File: config.mk
export PLATFORM = sky130hd
export DESIGN_NAME = iomem_interconnect
export DESIGN_NICKNAME = d
export VERILOG_FILES = /design/src/rtl/iomem_interconnect.sv
export SDC_FILE = /design/constraint.sdc
export NUM_CORES = 1
export LEC_CHECK = 0
export ABC_AREA = 1
export ABC_CLOCK_PERIOD_IN_PS = 2600
export BUFFER_PORTS_ARGS = -buffer_cell sky130_fd_sc_hd__buf_2
export CAP_MARGIN = 20
export CORE_AREA = 3 3 131 133
export DETAILED_ROUTE_END_ITERATION = 10
export DIE_AREA = 0 0 134 136
export HOLD_SLACK_MARGIN = 0.12
export SYNTH_ARGS = -nofsm -noshare
export SYNTH_HDL_FRONTEND = slang
export SYNTH_SLANG_ARGS = --single-unit
File: constraint.sdc
create_clock -name clk -period 2.6 [get_ports clk]
set_input_delay 0.13 -clock clk [delete_from_list [all_inputs] [get_ports clk]]
set_output_delay 0.13 -clock clk [all_outputs]
set_load 0.01 [all_outputs]
File: src/rtl/iomem_interconnect.sv
// rtl/iomem_interconnect.sv - picosoc iomem page decoder with timeout watchdog and error responder
// Optional first-error address capture: IOMEM_INTERCONNECT_ERR_ADDR_EN
module iomem_interconnect #(
    parameter int                    N_SLAVES      = 4,
    parameter logic [8*N_SLAVES-1:0] PAGE_MAP      = {8'h06, 8'h05, 8'h04, 8'h03},
    parameter int                    TIMEOUT       = 255,
    parameter int                    TO_W          = 8,
    parameter logic [31:0]           DEFAULT_RDATA = 32'hDEAD_BEEF
) (
    input  logic                     clk,
    input  logic                     resetn,
    input  logic                     m_valid,
    output logic                     m_ready,
    input  logic [3:0]               m_wstrb,
    input  logic [31:0]              m_addr,
    input  logic [31:0]              m_wdata,
    output logic [31:0]              m_rdata,
    output logic [N_SLAVES-1:0]      s_valid,
    input  logic [N_SLAVES-1:0]      s_ready,
    input  logic [32*N_SLAVES-1:0]   s_rdata,
    output logic [3:0]               s_wstrb,
    output logic [31:0]              s_addr,
    output logic [31:0]              s_wdata,
    output logic                     err_irq,
    output logic                     err_sticky,
    input  logic                     err_clr,
    output logic [31:0]              err_addr
);
    localparam int SEL_W = (N_SLAVES > 1) ? $clog2(N_SLAVES) : 1;

    typedef enum logic [1:0] {IDLE, WAIT, RESP} state_t;

    state_t           state, state_nx;
    logic [SEL_W-1:0] sel, sel_nx, hit_idx;
    logic             hit;
    logic [TO_W-1:0]  cnt;
    logic             err_flag, err_nx;
    logic             turn;
    logic [31:0]      rdata_nx;
    logic [31:0]      sel_rdata;
    logic             sel_rdy;
    logic             set_err;

    assign s_wstrb   = m_wstrb;
    assign s_addr    = m_addr;
    assign s_wdata   = m_wdata;
    assign sel_rdata = s_rdata[32*sel +: 32];
    assign sel_rdy   = s_ready[sel];

    assign m_ready = (state == RESP);
    assign err_irq = m_ready && err_flag;
    assign s_valid = (state == WAIT) ? (N_SLAVES'(1) << sel) : '0;
    assign set_err = err_irq;

    // Scan high to low so the lowest matching index is the one left standing
    always_comb begin
        hit     = 1'b0;
        hit_idx = '0;
        for (int i = N_SLAVES - 1; i >= 0; i--) begin
            if (m_addr[31:24] == PAGE_MAP[8*i +: 8]) begin
                hit     = 1'b1;
                hit_idx = SEL_W'(i);
            end
        end
    end

    always_comb begin
        state_nx = state;
        sel_nx   = sel;
        err_nx   = err_flag;
        rdata_nx = m_rdata;
        case (state)
            IDLE: begin
                // turn blocks re-decoding of a request still held from the last completion
                if (m_valid && !turn) begin
                    if (hit) begin
                        sel_nx   = hit_idx;
                        err_nx   = 1'b0;
                        state_nx = WAIT;
                    end else begin
                        rdata_nx = DEFAULT_RDATA;
                        err_nx   = 1'b1;
                        state_nx = RESP;
                    end
                end
            end
            WAIT: begin
                if (!m_valid) begin
                    state_nx = IDLE;
                end else if (sel_rdy) begin
                    rdata_nx = sel_rdata;
                    err_nx   = 1'b0;
                    state_nx = RESP;
                end else if (cnt == TO_W'(TIMEOUT)) begin
                    rdata_nx = DEFAULT_RDATA;
                    err_nx   = 1'b1;
                    state_nx = RESP;
                end
            end
            RESP:    state_nx = IDLE;
            default: state_nx = IDLE;
        endcase
    end

    always_ff @(posedge clk or negedge resetn) begin
        if (!resetn) begin
            state      <= IDLE;
            sel        <= '0;
            cnt        <= '0;
            err_flag   <= 1'b0;
            turn       <= 1'b0;
            m_rdata    <= '0;
            err_sticky <= 1'b0;
        end else begin
            state    <= state_nx;
            sel      <= sel_nx;
            err_flag <= err_nx;
            m_rdata  <= rdata_nx;
            turn     <= (state == RESP);
            cnt      <= (state == WAIT) ? cnt + 1'b1 : '0;
            if (set_err)
                err_sticky <= 1'b1;
            else if (err_clr)
                err_sticky <= 1'b0;
        end
    end

`ifdef IOMEM_INTERCONNECT_ERR_ADDR_EN
    logic [31:0] err_addr_q;

    // m_addr is still held by the master during RESP, so it is captured there
    always_ff @(posedge clk or negedge resetn) begin
        if (!resetn)
            err_addr_q <= '0;
        else if (set_err && (!err_sticky || err_clr))
            err_addr_q <= m_addr;
        else if (err_clr)
            err_addr_q <= '0;
    end

    assign err_addr = err_addr_q;
`else
    assign err_addr = 32'h0;
`endif

endmodule

==> report_table.html, run 1 <==
<table>
<tr><th>Metric</th><th>Value</th></tr>
<tr><th colspan="2">Run status</th></tr>
<tr><td>Outcome</td><td>finished, final reports clean</td></tr>
<tr><th colspan="2">Power and ir drop</th></tr>
<tr><td>Switch share</td><td>between 30% and 40%</td></tr>
<tr><td>Cell Pwr Density</td><td>between 400 and 500 nW/µm²</td></tr>
<tr><td>Clock power frac</td><td>33.0%</td></tr>
<tr><td>Leakage power figure</td><td>between 2 and 2.5 nW</td></tr>
<tr><td>Sequential Power Share</td><td>42.4%</td></tr>
<tr><td>Proportion of power drawn by combinational gates</td><td>roughly a quarter</td></tr>
<tr><td>Peak ir drop on the vdd network</td><td>between 0.2 and 0.25 mV</td></tr>
<tr><td>Pint</td><td>roughly 1.4 mW</td></tr>
<tr><td>Net Sw Power</td><td>0.678 mW</td></tr>
<tr><th colspan="2">Final layout</th></tr>
<tr><td>Number of nets at the end of the flow</td><td>approximately 920</td></tr>
<tr><td>Final Non-Filler Cells</td><td>just over 900</td></tr>
<tr><td>Area of the multi-input gates</td><td>approximately 1800 µm²</td></tr>
<tr><td>Share of post-route cells with drive strength above 1</td><td>between 30% and 40%</td></tr>
<tr><td>Filler cells</td><td>between 1500 and 2000</td></tr>
<tr><td>Layout Area Growth over Synthesis</td><td>18.1%</td></tr>
<tr><td>Number of antenna cells inserted</td><td>0</td></tr>
<tr><td>Highest-count cells in the layout ignoring fill and taps</td><td>232 x sky130_fd_sc_hd__nand2_1, 190 x sky130_fd_sc_hd__buf_2, 47 x sky130_fd_sc_hd__dfrtp_1</td></tr>
<tr><td>Register area</td><td>roughly 1200 µm²</td></tr>
<tr><td>Most common cell after layout, fill and taps aside</td><td>sky130_fd_sc_hd__nand2_1</td></tr>
<tr><th colspan="2">Route</th></tr>
<tr><td>Number of iterations in the first detailed-routing pass</td><td>4</td></tr>
<tr><td>Detailed-route vias per instance</td><td>approximately 4.3</td></tr>
<tr><td>Antenna violation net count after detailed routing</td><td>0</td></tr>
<tr><td>Routed vias</td><td>slightly below 4000</td></tr>
<tr><td>Detailed-route wire length</td><td>around 14000 µm</td></tr>
<tr><td>DRC violations left</td><td>0</td></tr>
<tr><td>Routed wirelength normalized by instance count</td><td>around 16 µm</td></tr>
<tr><td>Detailed Route Iter0 Violations</td><td>between 100 and 150</td></tr>
<tr><th colspan="2">Global routing</th></tr>
<tr><td>Initial antenna violation count</td><td>0</td></tr>
<tr><td>Congestion Overflow GR</td><td>0</td></tr>
<tr><td>Tot GR Track Use</td><td>between 10% and 20%</td></tr>
<tr><td>Wire length of the first global-routing pass</td><td>between 20000 and 25000 µm</td></tr>
<tr><td>Vias in the first global route</td><td>3840</td></tr>
<tr><td>Maximum number of pins on one net before global-route repair</td><td>34</td></tr>
<tr><th colspan="2">Synth</th></tr>
<tr><td>Library cells used by synthesis</td><td>26</td></tr>
<tr><td>Sequential area share after synthesis</td><td>a little under a third</td></tr>
<tr><td>Mapped Avg Cell Area</td><td>roughly 6.5 µm²</td></tr>
<tr><td>Gate count of the mapped netlist</td><td>597</td></tr>
<tr><td>Flip-flop and latch count after synthesis</td><td>47</td></tr>
<tr><td>Total standard cell area after synthesis</td><td>around 3900 µm²</td></tr>
<tr><td>Yosys Warn Count</td><td>0</td></tr>
<tr><th colspan="2">Setup path</th></tr>
<tr><td>Arrival time worst endpoint</td><td>between 2 and 2.5 ns</td></tr>
<tr><td>Largest stage delay on the critical path</td><td>between 0.5 and 0.6 ns</td></tr>
<tr><td>Critical path's top delay family</td><td>simple AND/OR/NAND/NOR gates</td></tr>
<tr><td>Kind of critical path</td><td>flop to flop</td></tr>
<tr><td>R2r endpoint</td><td>m_rdata[22]</td></tr>
<tr><td>Count of buffer and inverter cells on the critical path</td><td>1</td></tr>
<tr><td>CP Max Fanout</td><td>16</td></tr>
<tr><td>Most prevalent standard cell on the critical path</td><td>sky130_fd_sc_hd__nand2_1</td></tr>
<tr><td>Register-to-register setup slack</td><td>roughly 0.59 ns</td></tr>
<tr><td>Cells traversed along the worst timing path</td><td>inv_4 &gt; nand2_1 &gt; nand2_1 &gt; nand2_1 &gt; nand2_2 &gt; nand2_1 &gt; nor2_1 &gt; nand3_1 &gt; nand2_1</td></tr>
<tr><td>Length in cells of the worst reg-to-reg path</td><td>9</td></tr>
<tr><td>Master of the slowest instance on the critical path</td><td>sky130_fd_sc_hd__dfrtp_1</td></tr>
<tr><td>Worst Setup End Kind</td><td>flop</td></tr>
<tr><td>Sort of element at the start of the critical path</td><td>flop</td></tr>
<tr><td>Worst r2r src</td><td>sel[0]</td></tr>
<tr><td>Number of stages on the worst setup path</td><td>9</td></tr>
<tr><td>Required time of the worst setup path</td><td>2.83 ns</td></tr>
<tr><th colspan="2">Hold path</th></tr>
<tr><td>Startpoint of the most critical hold path</td><td>m_valid</td></tr>
<tr><td>Worst Hold Endpoint</td><td>state[0]</td></tr>
<tr><td>Worst hold path depth</td><td>3</td></tr>
<tr><td>Worst hold-check path type</td><td>primary input to flop</td></tr>
<tr><th colspan="2">Timing</th></tr>
<tr><td>Setup repair after global routing missed its margin</td><td>false</td></tr>
<tr><td>Period utilization</td><td>77.4%</td></tr>
<tr><td>Fmax</td><td>roughly 0.50 GHz</td></tr>
<tr><td>Minimum clock period</td><td>2.01 ns</td></tr>
<tr><td>Hold violation count in the final report</td><td>0</td></tr>
<tr><td>Maximum clock skew at final layout</td><td>about 0.0096 ns</td></tr>
<tr><td>Max-slew violation count</td><td>0</td></tr>
<tr><td>Least setup slack across all paths after layout</td><td>0.587 ns</td></tr>
<tr><td>Sum of negative setup slack</td><td>0 ns</td></tr>
<tr><td>Number of setup violations in the final report</td><td>0</td></tr>
<tr><td>Measured slew at the worst slew-check pin</td><td>roughly 0.56 ns</td></tr>
<tr><td>Max-slew headroom at the worst pin</td><td>around 63%</td></tr>
<tr><th colspan="2">Floorplanning</th></tr>
<tr><td>Area of the die</td><td>18200 µm²</td></tr>
<tr><td>Die height</td><td>between 100 and 150 µm</td></tr>
<tr><td>IO Count</td><td>~340</td></tr>
<tr><td>Horizontal die dimension</td><td>134 µm</td></tr>
<tr><td>Core Rows</td><td>between 40 and 50</td></tr>
<tr><td>Starting density of the core</td><td>~24%</td></tr>
<tr><td>Area of the core</td><td>15900 µm²</td></tr>
<tr><th colspan="2">Place</th></tr>
<tr><td>Global placement routability congestion</td><td>slightly above 0.8</td></tr>
<tr><td>Setup slack after placement</td><td>between 0.5 and 0.6 ns</td></tr>
<tr><td>Cell Count Post-Placement</td><td>around 920</td></tr>
<tr><td>Post-DP HPWL</td><td>between 10000 and 15000 µm</td></tr>
<tr><td>Number of input and output port buffers inserted</td><td>between 150 and 200</td></tr>
<tr><th colspan="2">Clock network</th></tr>
<tr><td>Resize count post-CTS</td><td>0</td></tr>
<tr><td>Clk slew on worst S/H paths</td><td>about 0.08 ns</td></tr>
<tr><td>Library cell used as clock root buffer</td><td>sky130_fd_sc_hd__clkbuf_16</td></tr>
<tr><td>Clock insertion delay at the later pin of the skew report</td><td>0.29 ns</td></tr>
<tr><td>CTS max path bufs</td><td>2</td></tr>
<tr><td>Clock buffers created by TritonCTS</td><td>5</td></tr>
<tr><td>Total clock sinks</td><td>47</td></tr>
<tr><td>H-tree levels</td><td>2</td></tr>
<tr><td>CTS tree</td><td>done</td></tr>
<tr><th colspan="2">Run</th></tr>
<tr><td>Max-cap viol count</td><td>0</td></tr>
</table>
## sequential cells by signal, summed over array words and instances, names as in the netlist
name / flops
m_rdata: 32
cnt: 8
sel: 2
state: 2
err_flag: 1
err_sticky: 1
turn: 1
## power by group through the flow
stage               Sequential, mW  Combinational [mW]  Clock (mW)
finish                       0.884               0.515       0.688
global route                 0.896               0.580       0.745
CTS                          0.884               0.527       0.727
detailed placement           0.896               0.526           0
global placement             0.897               0.518           0
floorplan                    0.940               0.332           0
## worst min-delay path, cell delays in order
cell	delay, ns
sky130_fd_sc_hd__buf_2	0.10
sky130_fd_sc_hd__inv_1	0.08
sky130_fd_sc_hd__o31ai_1	0.09
## synthesized netlist by cell type (all sizes together)
library cell / count / area, µm²
nor2: 33 / 134
a31oi: 1 / 6.26
a21oi: 29 / 145
nor3b: 1 / 7.51
buf: 125 / 900
nand4: 25 / 156
or2: 1 / 6.26
ha: 1 / 12.5
dfrtp: 47 / 1180
nor3: 7 / 35.0
o21ai: 6 / 30.0
o31ai: 1 / 7.51
clkbuf: 3 / 11.3
conb: 1 / 3.75
nand2: 237 / 912
inv: 38 / 145
and3: 1 / 6.26
nand3: 40 / 205
## logic make-up (layout without fill, tap and decap cells)
family	Yosys count	after routing	share of synthesized area (%)
and+or+nand+nor	345	345	37.5
buffers and inverters	166	250	27.1
DFF	47	47	30.2
AOI/OAI and AO/OA	37	37	4.84
adders and majority gates	1	1	0.321
other	1	32	0.0962
## layer usage
| metal | vias to the layer above | track usage, % | part of all wire (%) |
|---|---|---|---|
| met3 | 24 | 3.74 | 7.8 |
| met4 | 0 | 4.97 | 2.5 |
| met5 | - | 0 | 0 |
| met2 | 207 | 27.8 | 53 |
| li1 | 1967 | - | - |
| met1 | 1751 | 16.7 | 37 |
## how the worst max path moves through the flow
stage,from,end,slack (ns)
final,sel[0],m_rdata[22],0.59
after global routing,sel[0],m_rdata[14],0.32
after CTS,sel[0],m_rdata[4],0.50
after detailed placement,sel[0],m_rdata[4],0.56
after global placement,sel[0],m_rdata[22],0.60
after floorplan,cnt[0],m_rdata[0],1.16
## final cells by class
cell class,instances,share of cell area (%)
timing repair buffer,204,23.0
multi-input combinational,415,39.1
sequential,47,25.5
tap,216,5.87
clock buffer,5,2.72
clock inverter,3,0.598
inverter,38,3.15
## through the flow
step	util, %	power (mW)	hold slack, ns	cell area [µm²]
after global placement	27.8	1.42	0.150	4430
after detailed placement	27.8	1.42	0.155	4430
after global routing	28.9	2.22	0.172	4600
final	28.9	2.09	0.140	4600
after CTS	28.9	2.14	0.131	4600
after floorplan	-	1.27	-0.166	4020
## timing repair
action / in CTS / in global routing
buffers inserted: 0 / 0
hold buffers: 2 / 0
hold endpoints to repair: 20 / 0
Power figures use the tool's default switching activity.
==> run 2, diff against run 1 <==
- ABC_AREA: 1 -> 0
- ABC_CLOCK_PERIOD_IN_PS: 2600 -> 2070
- CORE_AREA: 3 3 131 133 -> 3 3 134 136
- DIE_AREA: 0 0 134 136 -> 0 0 137 139
- clock period: 2.6 -> 2.07 ns (I/O delays scaled with it)
==> run 2 against run 1 <==
Clock skew is 0.0023 ns lower. Sequential power is 11% higher. Wire length is 18% lower. Sequential share of layout area is 0.40 points lower. Largest power group is now clock. Register-to-register slack worse by 0.47 ns. Combinational power is 8.2% lower. Worst hold slack better by 0.067 ns. Count of clock-buffer cells in the layout is 1 higher. Fmax is 3.2% higher. Cell count is 21% lower. Area after synthesis is 0.93% lower. Global-route usage is 2.8 points lower. Critical endpoint is now m_rdata[16].
==> report_table.html, run 2 <==
<table>
<tr><th>Metric</th><th>Value</th></tr>
<tr><th colspan="2">Run status</th></tr>
<tr><td>Outcome</td><td>finished, final reports clean</td></tr>
<tr><th colspan="2">Floorplanning</th></tr>
<tr><td>Horizontal die dimension</td><td>137 µm (+2.2%)</td></tr>
<tr><td>Area of the die</td><td>19000 µm² (+4.5%)</td></tr>
<tr><td>Area of the core</td><td>17100 µm² (+7.0%)</td></tr>
<tr><td>Starting density of the core</td><td>22.7% (-1.8 points)</td></tr>
<tr><td>Die height</td><td>139 µm (+2.2%)</td></tr>
<tr><td>IO Count</td><td>343 (unchanged)</td></tr>
<tr><td>Core Rows</td><td>48 (+4.3%)</td></tr>
<tr><th colspan="2">Final layout</th></tr>
<tr><td>Biggest regs</td><td>m_rdata x32, cnt x8</td></tr>
<tr><td>Share of post-route cells with drive strength above 1</td><td>48.9% (+18 points)</td></tr>
<tr><td>Max FFs per register</td><td>32 (unchanged)</td></tr>
<tr><td>Number of nets at the end of the flow</td><td>713 (-22%)</td></tr>
<tr><td>Area of the multi-input gates</td><td>1920 µm² (+6.7%)</td></tr>
<tr><td>Number of antenna cells inserted</td><td>0 (unchanged)</td></tr>
<tr><td>Highest-count cells in the layout ignoring fill and taps</td><td>190 x sky130_fd_sc_hd__buf_2, 59 x sky130_fd_sc_hd__nor2_1, 44 x sky130_fd_sc_hd__dfrtp_1</td></tr>
<tr><td>Register with the most flip-flops</td><td>m_rdata</td></tr>
<tr><td>Final Non-Filler Cells</td><td>734 (-21%)</td></tr>
<tr><td>Most common cell after layout, fill and taps aside</td><td>sky130_fd_sc_hd__buf_2</td></tr>
<tr><td>Filler cells</td><td>1842 (+1.6%)</td></tr>
<tr><td>Register area</td><td>1180 µm² (+0.32%)</td></tr>
<tr><td>Area of all placed cells without fillers</td><td>4690 µm² (+1.9%)</td></tr>
<tr><td>Layout Area Growth over Synthesis</td><td>21.5%</td></tr>
<tr><th colspan="2">Global routing</th></tr>
<tr><td>Congestion Overflow GR</td><td>0 (unchanged)</td></tr>
<tr><td>Vias in the first global route</td><td>3283 (-15%)</td></tr>
<tr><td>Maximum number of pins on one net before global-route repair</td><td>39 (+15%)</td></tr>
<tr><td>Tot GR Track Use</td><td>12.2% (-2.8 points)</td></tr>
<tr><td>Wire length of the first global-routing pass</td><td>18200 µm (-13%)</td></tr>
<tr><td>Initial antenna violation count</td><td>0 (unchanged)</td></tr>
<tr><th colspan="2">Synth</th></tr>
<tr><td>Total standard cell area after synthesis</td><td>3860 µm² (-0.93%)</td></tr>
<tr><td>Library cells used by synthesis</td><td>40 (+54%)</td></tr>
<tr><td>Dominant cells by area after synthesis</td><td>sky130_fd_sc_hd__dfrtp_1 30%, sky130_fd_sc_hd__buf_4 20%, sky130_fd_sc_hd__mux4_2 19%</td></tr>
<tr><td>Commonest register cell after synthesis</td><td>sky130_fd_sc_hd__dfrtp_1</td></tr>
<tr><td>Sequential area share after synthesis</td><td>30.4% (+0.28 points)</td></tr>
<tr><td>Gate count of the mapped netlist</td><td>391 (-35%)</td></tr>
<tr><td>Most common cell in the synthesized netlist</td><td>sky130_fd_sc_hd__buf_4</td></tr>
<tr><td>Yosys Warn Count</td><td>0 (unchanged)</td></tr>
<tr><td>Flip-flop and latch count after synthesis</td><td>47 (unchanged)</td></tr>
<tr><td>Mapped Avg Cell Area</td><td>9.88 µm² (+51%)</td></tr>
<tr><td>List of most frequent post-synthesis cells</td><td>103 x sky130_fd_sc_hd__buf_4, 59 x sky130_fd_sc_hd__nor2_1, 47 x sky130_fd_sc_hd__dfrtp_1, 33 x sky130_fd_sc_hd__mux4_2, 26 x sky130_fd_sc_hd__a21oi_1</td></tr>
<tr><td>Fraction of registers with async set or reset after synthesis</td><td>100% (unchanged)</td></tr>
<tr><td>Count of flip-flops with a built-in enable after synthesis</td><td>0 (unchanged)</td></tr>
<tr><td>Top cell type's share of synthesized area</td><td>30.4% (+0.28 points)</td></tr>
<tr><td>Largest area contributor in the synthesized netlist</td><td>sky130_fd_sc_hd__dfrtp_1</td></tr>
<tr><th colspan="2">Clock network</th></tr>
<tr><td>CTS tree</td><td>done</td></tr>
<tr><td>Total clock sinks</td><td>47 (unchanged)</td></tr>
<tr><td>Library cell used as clock root buffer</td><td>sky130_fd_sc_hd__clkbuf_16</td></tr>
<tr><td>Resize count post-CTS</td><td>0 (unchanged)</td></tr>
<tr><td>Clock buffers created by TritonCTS</td><td>5 (unchanged)</td></tr>
<tr><td>Clk slew on worst S/H paths</td><td>0.06 ns (-0.02 ns)</td></tr>
<tr><td>Clock insertion delay at the later pin of the skew report</td><td>0.30 ns (about the same)</td></tr>
<tr><td>H-tree levels</td><td>2 (unchanged)</td></tr>
<tr><td>CTS max path bufs</td><td>2 (unchanged)</td></tr>
<tr><th colspan="2">Timing</th></tr>
<tr><td>Minimum clock period</td><td>1.95 ns (-0.0624 ns)</td></tr>
<tr><td>Period utilization</td><td>94.2% (+17 points)</td></tr>
<tr><td>Setup repair after global routing missed its margin</td><td>false</td></tr>
<tr><td>Max-slew headroom at the worst pin</td><td>59.9% (-3.0 points)</td></tr>
<tr><td>Sum of negative setup slack</td><td>0 ns (unchanged)</td></tr>
<tr><td>Number of setup violations in the final report</td><td>0 (unchanged)</td></tr>
<tr><td>Max-slew violation count</td><td>0 (unchanged)</td></tr>
<tr><td>Hold violation count in the final report</td><td>0 (unchanged)</td></tr>
<tr><td>Fmax</td><td>0.513 GHz (+3.2%)</td></tr>
<tr><td>Maximum clock skew at final layout</td><td>0.00729 ns (-0.00232 ns)</td></tr>
<tr><td>Measured slew at the worst slew-check pin</td><td>0.602 ns (+0.0447 ns)</td></tr>
<tr><th colspan="2">Route</th></tr>
<tr><td>DRC violations left</td><td>0 (unchanged)</td></tr>
<tr><td>Routed wirelength normalized by instance count</td><td>16.1 µm (+4.0%)</td></tr>
<tr><td>Number of iterations in the first detailed-routing pass</td><td>6 (+2)</td></tr>
<tr><td>Detailed-route vias per instance</td><td>4.48 (+5.3%)</td></tr>
<tr><td>Detailed Route Iter0 Violations</td><td>176 (+44%)</td></tr>
<tr><td>Detailed-route wire length</td><td>11800 µm (-18%)</td></tr>
<tr><td>Antenna violation net count after detailed routing</td><td>0 (unchanged)</td></tr>
<tr><td>Routed vias</td><td>3290 (-17%)</td></tr>
<tr><th colspan="2">Power and ir drop</th></tr>
<tr><td>Peak ir drop on the vdd network</td><td>0.324 mV (+33%)</td></tr>
<tr><td>Sequential Power Share</td><td>40.2% (-2.2 points)</td></tr>
<tr><td>Pint</td><td>1.80 mW (+28%)</td></tr>
<tr><td>Leakage power figure</td><td>2.19 nW (-12%)</td></tr>
<tr><td>Switch share</td><td>26.1% (-6.4 points)</td></tr>
<tr><td>Proportion of power drawn by combinational gates</td><td>19.5% (-5.2 points)</td></tr>
<tr><td>Total Power Consumption</td><td>2.43 mW (+17%)</td></tr>
<tr><td>Clock power frac</td><td>40.3% (+7.3 points)</td></tr>
<tr><td>Cell Pwr Density</td><td>518 nW/µm² (+14%)</td></tr>
<tr><td>Net Sw Power</td><td>0.635 mW (-6.4%)</td></tr>
<tr><th colspan="2">Setup path</th></tr>
<tr><td>Arrival time worst endpoint</td><td>2.12 ns (-0.12 ns)</td></tr>
<tr><td>Kind of critical path</td><td>flop to flop</td></tr>
<tr><td>CP Max Fanout</td><td>20 (+4)</td></tr>
<tr><td>Cells traversed along the worst timing path</td><td>mux4_2 &gt; a311o_1 &gt; buf_4 &gt; a21oi_1 &gt; a211oi_1</td></tr>
<tr><td>Worst Setup End Kind</td><td>flop</td></tr>
<tr><td>Master of the slowest instance on the critical path</td><td>sky130_fd_sc_hd__mux4_2</td></tr>
<tr><td>Sort of element at the start of the critical path</td><td>flop</td></tr>
<tr><td>Largest stage delay on the critical path</td><td>0.54 ns (about the same)</td></tr>
<tr><td>Required time of the worst setup path</td><td>2.24 ns (-0.59 ns)</td></tr>
<tr><th colspan="2">Place</th></tr>
<tr><td>Post-DP HPWL</td><td>8940 µm (-21%)</td></tr>
<tr><td>Cell Count Post-Placement</td><td>721 (-21%)</td></tr>
<tr><td>Number of input and output port buffers inserted</td><td>190 (unchanged)</td></tr>
<tr><td>Placed cell areas</td><td>4470 µm² (+0.85%)</td></tr>
<tr><td>Global placement routability congestion</td><td>0.713 (-13%)</td></tr>
<tr><th colspan="2">Hold path</th></tr>
<tr><td>Worst hold-check path type</td><td>primary input to output pin</td></tr>
<tr><th colspan="2">Run</th></tr>
<tr><td>Max-cap viol count</td><td>0 (unchanged)</td></tr>
</table>
-- run 2: cell types whose count changed in the layout (fill, tap and decap cells not counted), moves of 4 or more --
| cell | delta |
|---|---|
| sky130_fd_sc_hd__inv_1 | -34 |
| sky130_fd_sc_hd__buf_12 | +4 |
| sky130_fd_sc_hd__nor3_1 | -6 |
| sky130_fd_sc_hd__buf_4 | -6 |
| sky130_fd_sc_hd__a211oi_1 | +24 |
| sky130_fd_sc_hd__nor2b_1 | +20 |
| sky130_fd_sc_hd__a221o_1 | +8 |
| sky130_fd_sc_hd__nor2_1 | +30 |
| sky130_fd_sc_hd__nand2_1 | -231 |
| sky130_fd_sc_hd__nand3_1 | -35 |
| sky130_fd_sc_hd__nand4_1 | -24 |
| sky130_fd_sc_hd__xnor2_1 | +4 |
| sky130_fd_sc_hd__mux4_2 | +33 |
-- run 2: timing repair --
| action | 4_1_cts | 5_1_grt |
|---|---|---|
| hold buffers | 5 | 0 |
| buffers inserted | 0 | 0 |
| hold endpoints to repair | 26 | 0 |
-- run 2: per-layer routing --
layer	routed length [µm]	vias up	GRT usage, %	part of all wire [%]
met5	0	-	0	0
met4	198	0	3.57	1.7
met3	1160	21	4.03	9.8
met2	5560	176	19.5	47
met1	4930	1600	15.6	42
li1	-	1493	-	-
-- run 2: power by group through the flow --
stage / Clock [mW] / Sequential, mW / Combinational, mW
final: 0.981 / 0.978 / 0.473
after global routing: 1.06 / 0.982 / 0.521
after CTS: 1.02 / 0.977 / 0.479
after detailed placement: 0 / 0.994 / 0.471
after global placement: 0 / 0.995 / 0.461
after floorplan: 0 / 1.00 / 0.380
-- run 2: per-stage QoR --
step	hold WS, ns	util, %	setup WS (ns)
after floorplan	-0.192	-	0.227
after global placement	0.144	26.2	0.172
after detailed placement	0.139	26.2	0.127
after CTS	0.207	27.5	0.114
after global routing	0.207	27.5	0.0493
final	0.207	27.5	0.120
-- run 2: cell families (layout without fill, tap and decap cells) --
family	Yosys count	in the layout	share of synthesized area (%)
buf+inv	129	216	23.1
compound gates	69	69	12.2
xor+xnor	7	7	1.59
simple gates	103	103	12.8
flops	47	47	30.4
mux	34	34	19.5
fa+ha+maj	1	1	0.324
other cells	1	32	0.0971
-- run 2: worst paths after layout --
kind / depth (start not counted) / startpoint / to / slack (ns)
hold reg to reg: 1 / cnt[0] / cnt[0] / 0.46
hold / removal: 0 / m_wdata[6] / s_wdata[6] / 0.21
setup / recovery: 5 / sel[0] / m_rdata[16] / 0.12
max in group asynchronous: 3 / resetn / sel[1] / 1.14
setup reg to reg: 5 / sel[0] / m_rdata[16] / 0.12
min in group asynchronous: 2 / resetn / err_flag / 0.36
-- run 2: area by class of cell --
type	count	area share (%)
clock buffers	6	2.96
clock inverters	2	0.746
inverters	3	0.240
multi-input cells	246	40.9
flip-flops and latches	47	25.1
well taps	225	6.00
repair buffers	205	24.0
-- run 2: critical path, delay by kind of cell (launching register included) --
| family | cells | cell delay, ns |
|---|---|---|
| flip-flops | 1 | 0.39 |
| AO/OA/AOI/OAI | 3 | 0.63 |
| buffers and inverters | 1 | 0.23 |
| multiplexers | 1 | 0.54 |
==> run 3, diff against run 2 <==
- ABC_AREA: 0 -> 1
- CORE_AREA: 3 3 134 136 -> 3 3 131 133
- DIE_AREA: 0 0 137 139 -> 0 0 134 136
- GPL_ROUTABILITY_DRIVEN: unset -> 1
==> run 3 against run 2 <==
Cell count grew 27%. Sequential share of layout area is essentially flat. Combinational power grew 38%. Power grew 6.5%. Clock skew shrank 0.0026 ns. Via count grew 19%. Critical endpoint is now m_rdata[17]. Largest cell class unchanged.
==> report_table.html, run 3 (synthesis results as in run 1) <==
<table>
<tr><th>Metric</th><th>Value</th></tr>
<tr><th colspan="2">Setup path</th></tr>
<tr><td>Arrival time worst endpoint</td><td>1.97 ns (-0.15 ns)</td></tr>
<tr><td>CP Max Fanout</td><td>19 (-5.0%)</td></tr>
<tr><td>Sort of element at the start of the critical path</td><td>flop</td></tr>
<tr><td>Kind of critical path</td><td>flop to flop</td></tr>
<tr><td>Required time of the worst setup path</td><td>2.30 ns (+0.06 ns)</td></tr>
<tr><td>Worst Setup End Kind</td><td>flop</td></tr>
<tr><th colspan="2">Timing</th></tr>
<tr><td>Sum of negative setup slack</td><td>0 ns (unchanged)</td></tr>
<tr><td>Max-slew headroom at the worst pin</td><td>57.9% (-1.9 points)</td></tr>
<tr><td>Setup repair after global routing missed its margin</td><td>false</td></tr>
<tr><td>Number of setup violations in the final report</td><td>0 (unchanged)</td></tr>
<tr><td>Period utilization</td><td>83.9% (-10 points)</td></tr>
<tr><td>Fmax</td><td>0.576 GHz (+12%)</td></tr>
<tr><td>Hold violation count in the final report</td><td>0 (unchanged)</td></tr>
<tr><td>Max-slew violation count</td><td>0 (unchanged)</td></tr>
<tr><td>Maximum clock skew at final layout</td><td>0.00471 ns (-0.00258 ns)</td></tr>
<tr><td>Minimum clock period</td><td>1.74 ns (-0.214 ns)</td></tr>
<tr><td>Measured slew at the worst slew-check pin</td><td>0.631 ns (+0.0287 ns)</td></tr>
<tr><th colspan="2">Final layout</th></tr>
<tr><td>Layout Area Growth over Synthesis</td><td>19.7%</td></tr>
<tr><td>Filler cells</td><td>1796 (-2.5%)</td></tr>
<tr><td>Register area</td><td>1180 µm² (-0.32%)</td></tr>
<tr><td>Number of antenna cells inserted</td><td>0 (unchanged)</td></tr>
<tr><td>Fin util</td><td>29.3% (+1.8 points)</td></tr>
<tr><td>Highest-count cells in the layout ignoring fill and taps</td><td>232 x sky130_fd_sc_hd__nand2_1, 190 x sky130_fd_sc_hd__buf_2, 47 x sky130_fd_sc_hd__dfrtp_1</td></tr>
<tr><td>Area of the multi-input gates</td><td>1800 µm² (-6.3%)</td></tr>
<tr><td>Share of post-route cells with drive strength above 1</td><td>31.6% (-17 points)</td></tr>
<tr><td>Number of nets at the end of the flow</td><td>922 (+29%)</td></tr>
<tr><td>Most common cell after layout, fill and taps aside</td><td>sky130_fd_sc_hd__nand2_1</td></tr>
<tr><td>Biggest regs</td><td>m_rdata x32, cnt x8</td></tr>
<tr><td>Register with the most flip-flops</td><td>m_rdata</td></tr>
<tr><td>Area of all placed cells without fillers</td><td>4670 µm² (-0.51%)</td></tr>
<tr><td>Max FFs per register</td><td>32 (unchanged)</td></tr>
<tr><th colspan="2">Power and ir drop</th></tr>
<tr><td>Total Power Consumption</td><td>2.59 mW (+6.5%)</td></tr>
<tr><td>Cell Pwr Density</td><td>554 nW/µm² (+7.0%)</td></tr>
<tr><td>Peak ir drop on the vdd network</td><td>0.300 mV (-7.4%)</td></tr>
<tr><td>Leakage power figure</td><td>2.53 nW (+15%)</td></tr>
<tr><th colspan="2">Route</th></tr>
<tr><td>Antenna violation net count after detailed routing</td><td>0 (unchanged)</td></tr>
<tr><td>Detailed-route wire length</td><td>14300 µm (+21%)</td></tr>
<tr><td>Routed vias</td><td>3925 (+19%)</td></tr>
<tr><td>Detailed-route vias per instance</td><td>4.20 (-6.2%)</td></tr>
<tr><td>Detailed Route Iter0 Violations</td><td>178 (+1.1%)</td></tr>
<tr><td>DRC violations left</td><td>0 (unchanged)</td></tr>
<tr><td>Routed wirelength normalized by instance count</td><td>15.3 µm (-5.0%)</td></tr>
<tr><td>Number of iterations in the first detailed-routing pass</td><td>4 (-2)</td></tr>
<tr><th colspan="2">Floorplanning</th></tr>
<tr><td>Area of the core</td><td>15900 µm² (-6.5%)</td></tr>
<tr><td>Starting density of the core</td><td>24.5% (+1.8 points)</td></tr>
<tr><td>Die height</td><td>136 µm (-2.2%)</td></tr>
<tr><td>Horizontal die dimension</td><td>134 µm (-2.2%)</td></tr>
<tr><td>IO Count</td><td>343 (unchanged)</td></tr>
<tr><td>Area of the die</td><td>18200 µm² (-4.3%)</td></tr>
<tr><td>Core Rows</td><td>46 (-4.2%)</td></tr>
<tr><th colspan="2">Clock network</th></tr>
<tr><td>Clk slew on worst S/H paths</td><td>0.07 ns (about the same)</td></tr>
<tr><td>H-tree levels</td><td>2 (unchanged)</td></tr>
<tr><td>Post-CTS Setup Bufs</td><td>0 (unchanged)</td></tr>
<tr><td>Clock insertion delay at the later pin of the skew report</td><td>0.29 ns (about the same)</td></tr>
<tr><td>Total clock sinks</td><td>47 (unchanged)</td></tr>
<tr><td>CTS tree</td><td>done</td></tr>
<tr><td>Clock buffers created by TritonCTS</td><td>5 (unchanged)</td></tr>
<tr><td>CTS max path bufs</td><td>2 (unchanged)</td></tr>
<tr><td>Library cell used as clock root buffer</td><td>sky130_fd_sc_hd__clkbuf_16</td></tr>
<tr><th colspan="2">Hold path</th></tr>
<tr><td>Worst hold-check path type</td><td>primary input to flop</td></tr>
<tr><th colspan="2">Global routing</th></tr>
<tr><td>Wire length of the first global-routing pass</td><td>21300 µm (+17%)</td></tr>
<tr><td>Vias in the first global route</td><td>3791 (+15%)</td></tr>
<tr><td>Tot GR Track Use</td><td>15.1% (+3.0 points)</td></tr>
<tr><td>Maximum number of pins on one net before global-route repair</td><td>34 (-13%)</td></tr>
<tr><td>Initial antenna violation count</td><td>0 (unchanged)</td></tr>
<tr><td>Congestion Overflow GR</td><td>0 (unchanged)</td></tr>
<tr><th colspan="2">Place</th></tr>
<tr><td>Global placement routability congestion</td><td>0.766 (+7.5%)</td></tr>
<tr><td>Placed cell areas</td><td>4490 µm² (+0.56%)</td></tr>
<tr><td>Number of input and output port buffers inserted</td><td>190 (unchanged)</td></tr>
<tr><td>Post-DP HPWL</td><td>11400 µm (+28%)</td></tr>
<tr><th colspan="2">Run status</th></tr>
<tr><td>Outcome</td><td>finished, final reports clean</td></tr>
<tr><th colspan="2">Run</th></tr>
<tr><td>Max-cap viol count</td><td>0 (unchanged)</td></tr>
</table>
[run 3: cell type report]
cell class                 instances  area share, %
multi-input combinational        415           38.5
tap                              216           5.79
inverter                          38           3.11
clock inverter                     3          0.429
clock buffer                       5           2.68
sequential                        47           25.2
timing repair buffer             210           24.3
[run 3: repair_timing]
action | 4_1_cts | 5_1_grt
gates resized for setup | 0 | 0
hold buffers | 3 | 0
hold endpoints to repair | 25 | 0
[run 3: through the flow]
| step | hold slack, ns | cells | setup slack (ns) |
|---|---|---|---|
| 2_1_floorplan | -0.192 | 628 | 0.631 |
| 3_3_place_gp | 0.155 | 923 | 0.350 |
| 3_5_place_dp | 0.165 | 923 | 0.340 |
| 4_1_cts | 0.136 | 934 | 0.326 |
| 5_1_grt | 0.168 | 934 | 0.159 |
| 6_report | 0.139 | 934 | 0.334 |
[run 3: where the power goes]
part | switching (mW) | leakage (nW) | internal [mW]
clock | 0.375 | 0.0658 | 0.446
sequential | 0.0697 | 0.585 | 1.04
combinational | 0.381 | 1.87 | 0.273
[run 3: worst paths after layout]
check / from / end / slack, ns / cells past startpoint
worst min register to register: m_rdata[2] / m_rdata[2] / 0.47 / 2
max in group asynchronous: resetn / m_rdata[8] / 1.16 / 3
min in group asynchronous: resetn / m_rdata[10] / 0.36 / 2
worst min-delay path: m_addr[24] / sel[0] / 0.14 / 4
worst max-delay path: sel[0] / m_rdata[17] / 0.33 / 9
worst max register to register: sel[0] / m_rdata[17] / 0.33 / 9
[run 3: routing by layer]
metal | global-route usage [%] | share of wire [%] | vias to the layer above
met3 | 4.11 | 7.6 | 27
met5 | 0 | 0 | -
met4 | 5.26 | 2.7 | 0
met1 | 17.6 | 39 | 1733
met2 | 26.9 | 51 | 185
li1 | - | - | 1980
[run 3: critical path: stages, from the launching register on]
cell and delay, ns:
sky130_fd_sc_hd__dfrtp_1 0.60, sky130_fd_sc_hd__nand2_1 0.17, sky130_fd_sc_hd__inv_1 0.11, sky130_fd_sc_hd__buf_4 0.26, sky130_fd_sc_hd__nand2_1 0.08, sky130_fd_sc_hd__nand2_1 0.10, sky130_fd_sc_hd__nor2_1 0.06, sky130_fd_sc_hd__nor2_1 0.12
sky130_fd_sc_hd__nand3_1 0.10, sky130_fd_sc_hd__nand2_1 0.08
